[config.mk]
export PLATFORM = sky130hd
export DESIGN_NAME = fifo_read_ctrl_flat
export DESIGN_NICKNAME = d
export VERILOG_FILES = /design/src/rtl/fifo_read_ctrl_if.sv /design/src/rtl/fifo_read_ctrl.sv /design/src/flat_wrapper.sv
export SDC_FILE = /design/constraint.sdc
export NUM_CORES = 1
export LEC_CHECK = 0
export ABC_AREA = 1
export CORE_MARGIN = 2
export CORE_UTILIZATION = 50
export DETAILED_ROUTE_END_ITERATION = 10
export PLACE_DENSITY = 0.79
export SLEW_MARGIN = 40
export SYNTH_ARGS = -nofsm -noshare
export SYNTH_HDL_FRONTEND = slang
export SYNTH_SLANG_ARGS = --single-unit
[constraint.sdc]
create_clock -name clk -period 3.84 [get_ports clk]
set_clock_uncertainty 0.15 [all_clocks]
set_input_delay 0.768 -clock clk [delete_from_list [all_inputs] [get_ports clk]]
set_output_delay 0.768 -clock clk [all_outputs]
set_load 0.005 [all_outputs]
[src/rtl/fifo_read_ctrl_if.sv]
// Read-side port bundle of the dual-clock FIFO controller.
// The slave modport is the controller; the master modport is the reading client.
interface fifo_read_ctrl_if #(
    parameter int unsigned ADDR_W = 3
) ();
    logic              rinc;
    logic [ADDR_W:0]   wptr_gray;
    logic              rclr_err;
    logic [ADDR_W-1:0] raddr;
    logic [ADDR_W:0]   rptr_gray;
    logic              rempty;
    logic              ralmost_empty;
    logic [ADDR_W:0]   rlevel;
    logic              rerr_underflow;

    modport master (
        output rinc, wptr_gray, rclr_err,
        input  raddr, rptr_gray, rempty, ralmost_empty, rlevel, rerr_underflow
    );

    modport slave (
        input  rinc, wptr_gray, rclr_err,
        output raddr, rptr_gray, rempty, ralmost_empty, rlevel, rerr_underflow
    );
endinterface

[src/rtl/fifo_read_ctrl.sv]
// Read-domain controller of a dual-clock FIFO: binary/Gray read pointer, write-pointer
// synchroniser, and registered empty / almost-empty / level / sticky underflow status.
module fifo_read_ctrl #(
    parameter int unsigned ADDR_W      = 3,
    parameter int unsigned SYNC_STAGES = 2,
    parameter int unsigned AE_THRESH   = 2
) (
    input logic             clk,
    input logic             rst,
    fifo_read_ctrl_if.slave bus
);
    localparam int unsigned PtrW  = ADDR_W + 1;
    localparam int unsigned Depth = 1 << ADDR_W;
    localparam logic [ADDR_W:0] AeThresh = PtrW'(AE_THRESH);

    if (ADDR_W < 2) begin : gen_bad_addr_w
        $error("fifo_read_ctrl: ADDR_W must be >= 2");
    end
    if (SYNC_STAGES < 2) begin : gen_bad_sync_stages
        $error("fifo_read_ctrl: SYNC_STAGES must be >= 2");
    end
    if (AE_THRESH > Depth) begin : gen_bad_ae_thresh
        $error("fifo_read_ctrl: AE_THRESH must not exceed DEPTH");
    end

    logic [ADDR_W:0] rbin_q, rbin_d;
    logic [ADDR_W:0] rgray_q, rgray_d;
    logic [ADDR_W:0] sync_q [SYNC_STAGES];
    logic [ADDR_W:0] wq_gray, wq_bin;
    logic [ADDR_W:0] lvl_d, rlevel_q;
    logic            rempty_q, rae_q, rerr_q, rerr_d;
    logic            rd_fire;

    // Plain flop chain, nothing between stages, so each bit resolves independently.
    always_ff @(posedge clk or negedge rst) begin
        if (!rst) begin
            for (int i = 0; i < SYNC_STAGES; i++) begin
                sync_q[i] <= '0;
            end
        end else begin
            sync_q[0] <= bus.wptr_gray;
            for (int i = 1; i < SYNC_STAGES; i++) begin
                sync_q[i] <= sync_q[i-1];
            end
        end
    end

    assign wq_gray = sync_q[SYNC_STAGES-1];

    always_comb begin
        wq_bin = '0;
        for (int i = 0; i < PtrW; i++) begin
            wq_bin[i] = ^(wq_gray >> i);
        end
    end

    always_comb begin
        rd_fire = bus.rinc & ~rempty_q;
        rbin_d  = rbin_q + {{ADDR_W{1'b0}}, rd_fire};
        rgray_d = (rbin_d >> 1) ^ rbin_d;
        // Modular subtraction stays correct across pointer wrap.
        lvl_d   = wq_bin - rbin_d;
        // A new underflow in the same cycle as a clear keeps the flag set.
        rerr_d  = (bus.rinc & rempty_q) | (rerr_q & ~bus.rclr_err);
    end

    always_ff @(posedge clk or negedge rst) begin
        if (!rst) begin
            rbin_q   <= '0;
            rgray_q  <= '0;
            rempty_q <= 1'b1;
            rae_q    <= 1'b1;
            rlevel_q <= '0;
            rerr_q   <= 1'b0;
        end else begin
            rbin_q   <= rbin_d;
            rgray_q  <= rgray_d;
            rempty_q <= (rgray_d == wq_gray);
            rae_q    <= (lvl_d <= AeThresh);
            rlevel_q <= lvl_d;
            rerr_q   <= rerr_d;
        end
    end

    assign bus.raddr          = rbin_q[ADDR_W-1:0];
    assign bus.rptr_gray      = rgray_q;
    assign bus.rempty         = rempty_q;
    assign bus.ralmost_empty  = rae_q;
    assign bus.rlevel         = rlevel_q;
    assign bus.rerr_underflow = rerr_q;
endmodule
[src/flat_wrapper.sv]
// flat-port wrapper written by rule: the top's interface ports become plain ports
module fifo_read_ctrl_flat 
#(
    parameter int unsigned ADDR_W      = 3,
    parameter int unsigned SYNC_STAGES = 2,
    parameter int unsigned AE_THRESH   = 2
)
  (clk, rst, bus_rinc, bus_wptr_gray, bus_rclr_err, bus_raddr, bus_rptr_gray, bus_rempty, bus_ralmost_empty, bus_rlevel, bus_rerr_underflow);
  fifo_read_ctrl_if #(.ADDR_W(ADDR_W)) bus_i ();
  input logic clk;
  input logic rst;
  input wire logic [$bits(bus_i.rinc)-1:0] bus_rinc;
  input wire logic [$bits(bus_i.wptr_gray)-1:0] bus_wptr_gray;
  input wire logic [$bits(bus_i.rclr_err)-1:0] bus_rclr_err;
  output wire logic [$bits(bus_i.raddr)-1:0] bus_raddr;
  output wire logic [$bits(bus_i.rptr_gray)-1:0] bus_rptr_gray;
  output wire logic [$bits(bus_i.rempty)-1:0] bus_rempty;
  output wire logic [$bits(bus_i.ralmost_empty)-1:0] bus_ralmost_empty;
  output wire logic [$bits(bus_i.rlevel)-1:0] bus_rlevel;
  output wire logic [$bits(bus_i.rerr_underflow)-1:0] bus_rerr_underflow;
  assign bus_i.rinc = bus_rinc;
  assign bus_i.wptr_gray = bus_wptr_gray;
  assign bus_i.rclr_err = bus_rclr_err;
  assign bus_raddr = bus_i.raddr;
  assign bus_rptr_gray = bus_i.rptr_gray;
  assign bus_rempty = bus_i.rempty;
  assign bus_ralmost_empty = bus_i.ralmost_empty;
  assign bus_rlevel = bus_i.rlevel;
  assign bus_rerr_underflow = bus_i.rerr_underflow;
  fifo_read_ctrl #(.ADDR_W(ADDR_W), .SYNC_STAGES(SYNC_STAGES), .AE_THRESH(AE_THRESH)) u_core (.clk(clk), .rst(rst), .bus(bus_i));
endmodule
==> results.md, run 1 <==
* CP max FO at 5
* HPWL after DPL at 1160 um
* Detailed-route via count at 666
* Reg-to-reg endpoint: u_core.bus.ralmost_empty$_DFF_PN1_
* Average size of a mapped cell at 11.2 um^2
* Postcts setup bufs at 0
* Worst r2r src: u_core.bus.rempty$_DFF_PN1_
* Worst relative slew slack at 69.4%
* Finished Layout Cells at 142
* Slew @ Worst Pin at 459 ps
* Post-synth EDFFs at 0
* Count leader, synth: dfrtp_1
* Top post-synthesis cells by count: 20 x dfrtp_1, 13 x inv_1, 13 x nand2_1
* Vias per cell at 4.69
* I/O pin count at 22
* Fin nets at 129
* Syn. warnings at 0
* Synth top area cells: dfrtp_1 50%, ha_1 6.2%, dfstp_2 5.2%
* Met2 track demand over resource at 26.7%
* Ys async rst share at 100%
* Synthesized flop and latch total at 22
* Crit path largest cell delay at 480 ps
* Leakage at 0.622 nW
* Pwr/cell area at 796 nW/um^2
* Mean routed wirelength per cell at 10.5 um
* Max Cap Viol at 0
* Hold path startpoint: u_core.sync_q[7]$_DFF_PN0_
* Seq/Total Area, Yosys at 54.9%
* Area of the core at 1920 um^2
* Rows at 16
* ANT nets after route at 0
* Final wirelength at 1480 um
* CTS Buf Count at 3
* Critical path arrival at 2840 ps
* Post_cts resized at 0
* Fmax at 364 MHz
* Largest net degree at the start of global routing at 23
* Crit path kind: in -> reg
* Number of instances in the placed design at 138
* Unrepaired setup endpoints after global routing: no
* Most Crowded Layer GR: met2
* Final Hold Fails at 0
* Met1 usage at 18.4%
* Reg2reg setup slack at 1490 ps
* Setup violations, final at 0
* Share of layout cells above drive strength 1 at 24.3%
* VDD IR max at 0.467 mV
* DR DRC count at 0
* Cell area after synthesis at 1010 um^2
* Starting Density at 52.4%
* Vias in the first global route at 672
* Gr usage total at 15.6%
* Clock transition at the registers of the reported paths at 110 ps
* Post-synth top flop: dfrtp_1
* Cells after synthesis at 90
* Dpl cell area at 1250 um^2
* Worst skew pair latency at 300 ps
* Die height at 48.9 um
* Die area at 2390 um^2
* Root Buffer: clkbuf_4
* Setup crit start kind: primary input
* Met3 Usage GRT at 3.07%
* Area Growth Syn to Fin at 27.3%
* Clk sink count at 22
* Shortest period the worst path allows at 2750 ps
* TritonCTS clock tree: built
* Number of diodes at 0
* HP Class: reg -> reg
* Most common cell on crit path: inv_1
* Final TNS setup at 0 ps
* CP startpoint: bus_rinc
* Max Slew Vio Count at 0
* Synth area leader: dfrtp_1
* Deepest clock path buffer count at 2
* CP endpoint: u_core.bus.ralmost_empty$_DFF_PN1_
* Buffers added on ports at 21
* H-tree lvl count at 1
* Design Area, Final at 1280 um^2
* Final GP Congestion at 0.736
* Library cells used by synthesis at 20
* Total congestion overflow at 0
* Drt first pass iters at 4
* Post-CTS Hold Buffers at 0
* Crit. End Element: flop
* Initial DRC Count at 7
* Antenna violations before repair at 0
* Width of the die at 48.9 um
* Top cell type's share of synthesized area at 49.7%
* Cells on worst reg2reg path at 13
* Syn Nets at 103
* CP cell instances: clkdlybuf4s50_1, inv_1, nor2_1, ha_1, ha_1, inv_1, nand3_4, nand2_1, inv_1, ha_1, inv_1, nand2_1, nand2_1, nand3_1, nor2_2
* Tcrit/Tclk final at 71.5%
* Worst Path Required at 3930 ps
* Slowest-stage cell, CP: clkdlybuf4s50_1
* Status: finished, final reports clean
* First-pass GRT wire length at 2820 um
metal layers:
layer | share of wire [%] | up-vias
met4 | 1.5 | 0
met1 | 42 | 321
li1 | - | 324
met5 | 0 | -
met2 | 52 | 17
met3 | 4.4 | 4
registers in the layout (all words and copies together), names as in the netlist:
name	cells
u_core.sync_q	4
u_core.bus.ralmost_empty	1
u_core.wq_gray	4
u_core.bus.rlevel	4
u_core.bus.rerr_underflow	1
u_core.rbin_q	4
u_core.bus.rptr_gray	3
u_core.bus.rempty	1
power by group:
part	switching, mW	leakage [nW]	internal, mW
combinational	0.280	0.342	0.279
sequential	0.0294	0.258	0.311
clock	0.0640	0.0210	0.0578
total	0.373	0.622	0.648
worst max-delay path, delay by kind of cell:
family | cells | cell delay (ps)
simple gates | 7 | 610
fa+ha+maj | 3 | 680
buf+inv | 5 | 770
kinds of logic (layout without fill, tap and decap cells):
group                    Yosys count  after routing  share of synthesized area [%]
XOR/XNOR                           7              7                           8.20
flip-flops                        22             22                           54.9
adder cells (fa/ha/maj)            5              5                           6.21
AND/OR/NAND/NOR                   40             40                           24.6
AO/OA/AOI/OAI                      1              1                          0.496
buffers and inverters             15             40                           5.59
per-stage QoR:
stage / utilization, % / setup slack [ps] / hold slack, ps / power [mW]
floorplan: - / 1380 / 181 / 0.710
global placement: 65.1 / 832 / 181 / 0.888
detailed placement: 64.8 / 789 / 185 / 0.908
CTS: 66.7 / 1080 / 213 / 1.03
global route: 66.7 / 955 / 219 / 1.11
finish: 66.7 / 1090 / 209 / 1.02
worst min path at each step:
stage / to / slack (ps) / cells after the start
after floorplan: u_core.wq_gray[0]$_DFF_PN0_ / 180 / 0
after global placement: u_core.wq_gray[3]$_DFF_PN0_ / 180 / 0
after detailed placement: u_core.wq_gray[1]$_DFF_PN0_ / 180 / 0
after CTS: u_core.wq_gray[1]$_DFF_PN0_ / 210 / 0
after global routing: u_core.wq_gray[1]$_DFF_PN0_ / 220 / 0
final: u_core.wq_gray[3]$_DFF_PN0_ / 210 / 0
layout make-up:
class                           count  area [um^2]
Multi-Input combinational cell     53          398
Sequential cell                    22          553
Fill cell                         150          639
Timing Repair Buffer               21          205
Tap cell                           27         33.8
Inverter                           15         56.3
Clock buffer                        4         36.3
cells in the final DEF (no fill, tap or decap):
cell type,n
clkdlybuf4s50_1,20
dfrtp_1,20
inv_1,13
nand2_1,13
nand2_2,8
nand3_1,6
ha_1,5
xor2_1,4
nand3_2,3
nor2_1,3
clkbuf_4,3
inv_2,2
nand2_4,2
nor2_4,2
dfstp_2,2
nand3_4,1
or2_4,1
xor2_2,1
nor2_2,1
o21ai_0,1
xnor3_1,1
xnor2_1,1
clkbuf_8,1
buf_2,1
Note: power is estimated with default switching activity, not from simulation.
==> inputs of run 2 (changes only) <==
- CORE_UTILIZATION: 50 -> 44
- PLACE_DENSITY: 0.79 -> 0.74
- clock period: 3.84 -> 2.35 ns (I/O delays scaled with it)
==> results.md, run 2 (synthesis results as in run 1) <==
* Slowest-stage cell, CP: dfstp_2
* Vias per cell at 4.71 (+0.32%)
* CP cell instances: nor2_1, ha_2, ha_4, inv_1, nand2_2, nand2_4, inv_1, ha_4, inv_4, nor2_2, nand3_2, nand3_2, nand2_2, nor2_2
* Mean routed wirelength per cell at 12.0 um (+15%)
* Reg2reg setup slack at 110 ps (-1380 ps)
* Root Buffer: clkbuf_4
* Clk sink count at 22 (unchanged)
* Drt first pass iters at 3 (-1)
* Total congestion overflow at 0 (unchanged)
* Deepest clock path buffer count at 2 (unchanged)
* Pre-CTS setup slack at -352 ps (-1140 ps)
* HPWL after DPL at 1350 um (+17%)
* Clock transition at the registers of the reported paths at 120 ps (about the same)
* Setup violations, final at 0 (unchanged)
* Leakage at 0.701 nW (+13%)
* HP Class: reg -> reg
* Finished Layout Cells at 156 (+9.9%)
* Hold path depth at 0 (unchanged)
* Max Slew Vio Count at 0 (unchanged)
* Width of the die at 51.8 um (+6.1%)
* H-tree lvl count at 1 (unchanged)
* Worst relative slew slack at 81.1% (+12 points)
* Shortest period the worst path allows at 2240 ps
* Worst skew pair latency at 320 ps (+20 ps)
* Setup crit start kind: flop
* Buffers added on ports at 21 (unchanged)
* Final TNS setup at 0 ps (unchanged)
* Die area at 2690 um^2 (+12%)
* Pwr/cell area at 1420 nW/um^2 (+79%)
* Area Growth Syn to Fin at 44.7%
* Commonest non-fill, non-tap cells in the layout: 20 x clkdlybuf4s50_1, 20 x dfrtp_1, 13 x buf_4
* Die height at 51.8 um (+6.1%)
* Final Hold Fails at 0 (unchanged)
* Fmax at 447 MHz
* I/O pin count at 22 (unchanged)
* CP max FO at 3 (-2)
* Antenna violations before repair at 0 (unchanged)
* Crit path kind: reg -> reg
* VDD IR max at 0.848 mV (+81%)
* Slew @ Worst Pin at 283 ps (-176 ps)
* Starting Density at 46.0% (-6.4 points)
* Detailed-route via count at 734 (+10%)
* Post-CTS Hold Buffers at 0 (unchanged)
* Vias in the first global route at 707 (+5.2%)
* Crit path largest cell delay at 560 ps (+80 ps)
* Status: finished, final reports clean
* CTS Buf Count at 3 (unchanged)
* Max Cap Viol at 0 (unchanged)
* Cells on worst reg2reg path at 14 (+1)
* Gr usage total at 16.7% (+1.1 points)
* Area of the core at 2190 um^2 (+14%)
* Initial DRC Count at 1 (-6)
* Crit. End Element: flop
* DR DRC count at 0 (unchanged)
* Share of layout cells above drive strength 1 at 39.1% (+15 points)
* Critical path arrival at 2340 ps (-500 ps)
* Post-route setup slack at 114 ps (-980 ps)
* Tcrit/Tclk final at 95.1%
* Rows at 17 (+1)
* TritonCTS clock tree: built
* Largest net degree at the start of global routing at 23 (unchanged)
* Number of diodes at 0 (unchanged)
* ANT nets after route at 0 (unchanged)
* Final GP Congestion at 0.683 (-7.2%)
* Unrepaired setup endpoints after global routing: no
* Final wirelength at 1870 um (+26%)
* Fin nets at 142 (+10%)
* Number of instances in the placed design at 148 (+7.2%)
* First-pass GRT wire length at 3130 um (+11%)
* Worst Path Required at 2460 ps (-1470 ps)
==> run 2: changes by cell type in the layout (fill, tap and decap cells not counted), moves of 2 or more <==
cell	change
buf_4	+13
ha_1	-3
ha_4	+2
inv_1	-2
nand2_1	-2
nand3_1	-2
nand3_2	+2
==> run 2: through the flow <==
stage | total power [mW] | hold slack, ps | instance area, um^2 | utilization (%)
6_report | 2.07 | 204 | 1460 | 66.5
5_1_grt | 2.24 | 219 | 1460 | 66.5
4_1_cts | 1.98 | 210 | 1400 | 63.7
3_5_place_dp | 1.64 | 185 | 1320 | 60.3
3_3_place_gp | 1.60 | 181 | 1320 | 60.3
2_1_floorplan | 1.16 | 24.4 | 1010 | -
==> run 2: layout make-up <==
type	instances	area (um^2)
clock buffer	3	22.5
clock inverter	1	30.0
fill	156	733
inverter	15	58.8
multi-input combinational	53	448
sequential	22	553
tap	28	35.0
timing repair buffer	34	310
==> run 2: timing repair <==
| item | in CTS | in global routing |
|---|---|---|
| endpoints found under the setup margin | 2 | 3 |
| buffers inserted | 1 | 3 |
| resized for setup | 6 | 8 |
| hold endpoints to repair | 0 | 0 |
| pin swaps | 3 | 6 |
==> run 2: final timing paths <==
path | start | end
setup / recovery | u_core.bus.rempty$_DFF_PN1_ | u_core.bus.ralmost_empty$_DFF_PN1_
hold / removal | u_core.sync_q[4]$_DFF_PN0_ | u_core.wq_gray[0]$_DFF_PN0_
setup reg to reg | u_core.bus.rempty$_DFF_PN1_ | u_core.bus.ralmost_empty$_DFF_PN1_
hold reg to reg | u_core.sync_q[4]$_DFF_PN0_ | u_core.wq_gray[0]$_DFF_PN0_
max in group asynchronous | rst | u_core.bus.ralmost_empty$_DFF_PN1_
min in group asynchronous | rst | u_core.bus.rptr_gray[2]$_DFF_PN0_
==> run 2: power by group <==
group	total [mW]	leakage, nW	internal [mW]	switching [mW]
sequential	0.572	0.258	0.508	0.0632
clock	0.289	0.0279	0.173	0.116
combinational	1.21	0.414	0.658	0.554
==> run 2: per-layer routing <==
| metal | part of all wire (%) | wire length [um] | up-vias | track usage (%) |
|---|---|---|---|---|
| met5 | 0 | 0 | - | 0 |
| met4 | 2.9 | 55 | 0 | 8.77 |
| met3 | 5.1 | 96 | 7 | 4.60 |
| met2 | 55 | 1020 | 21 | 29.3 |
| met1 | 37 | 698 | 354 | 18.2 |
| li1 | - | - | 352 | - |
==> run 2: critical path: cells and delay by family, from the launching register on <==
kind	cells	cell delay, ps
adder cells (fa/ha/maj)	3	620
buffers and inverters	3	170
flip-flops	1	560
AND/OR/NAND/NOR	8	670
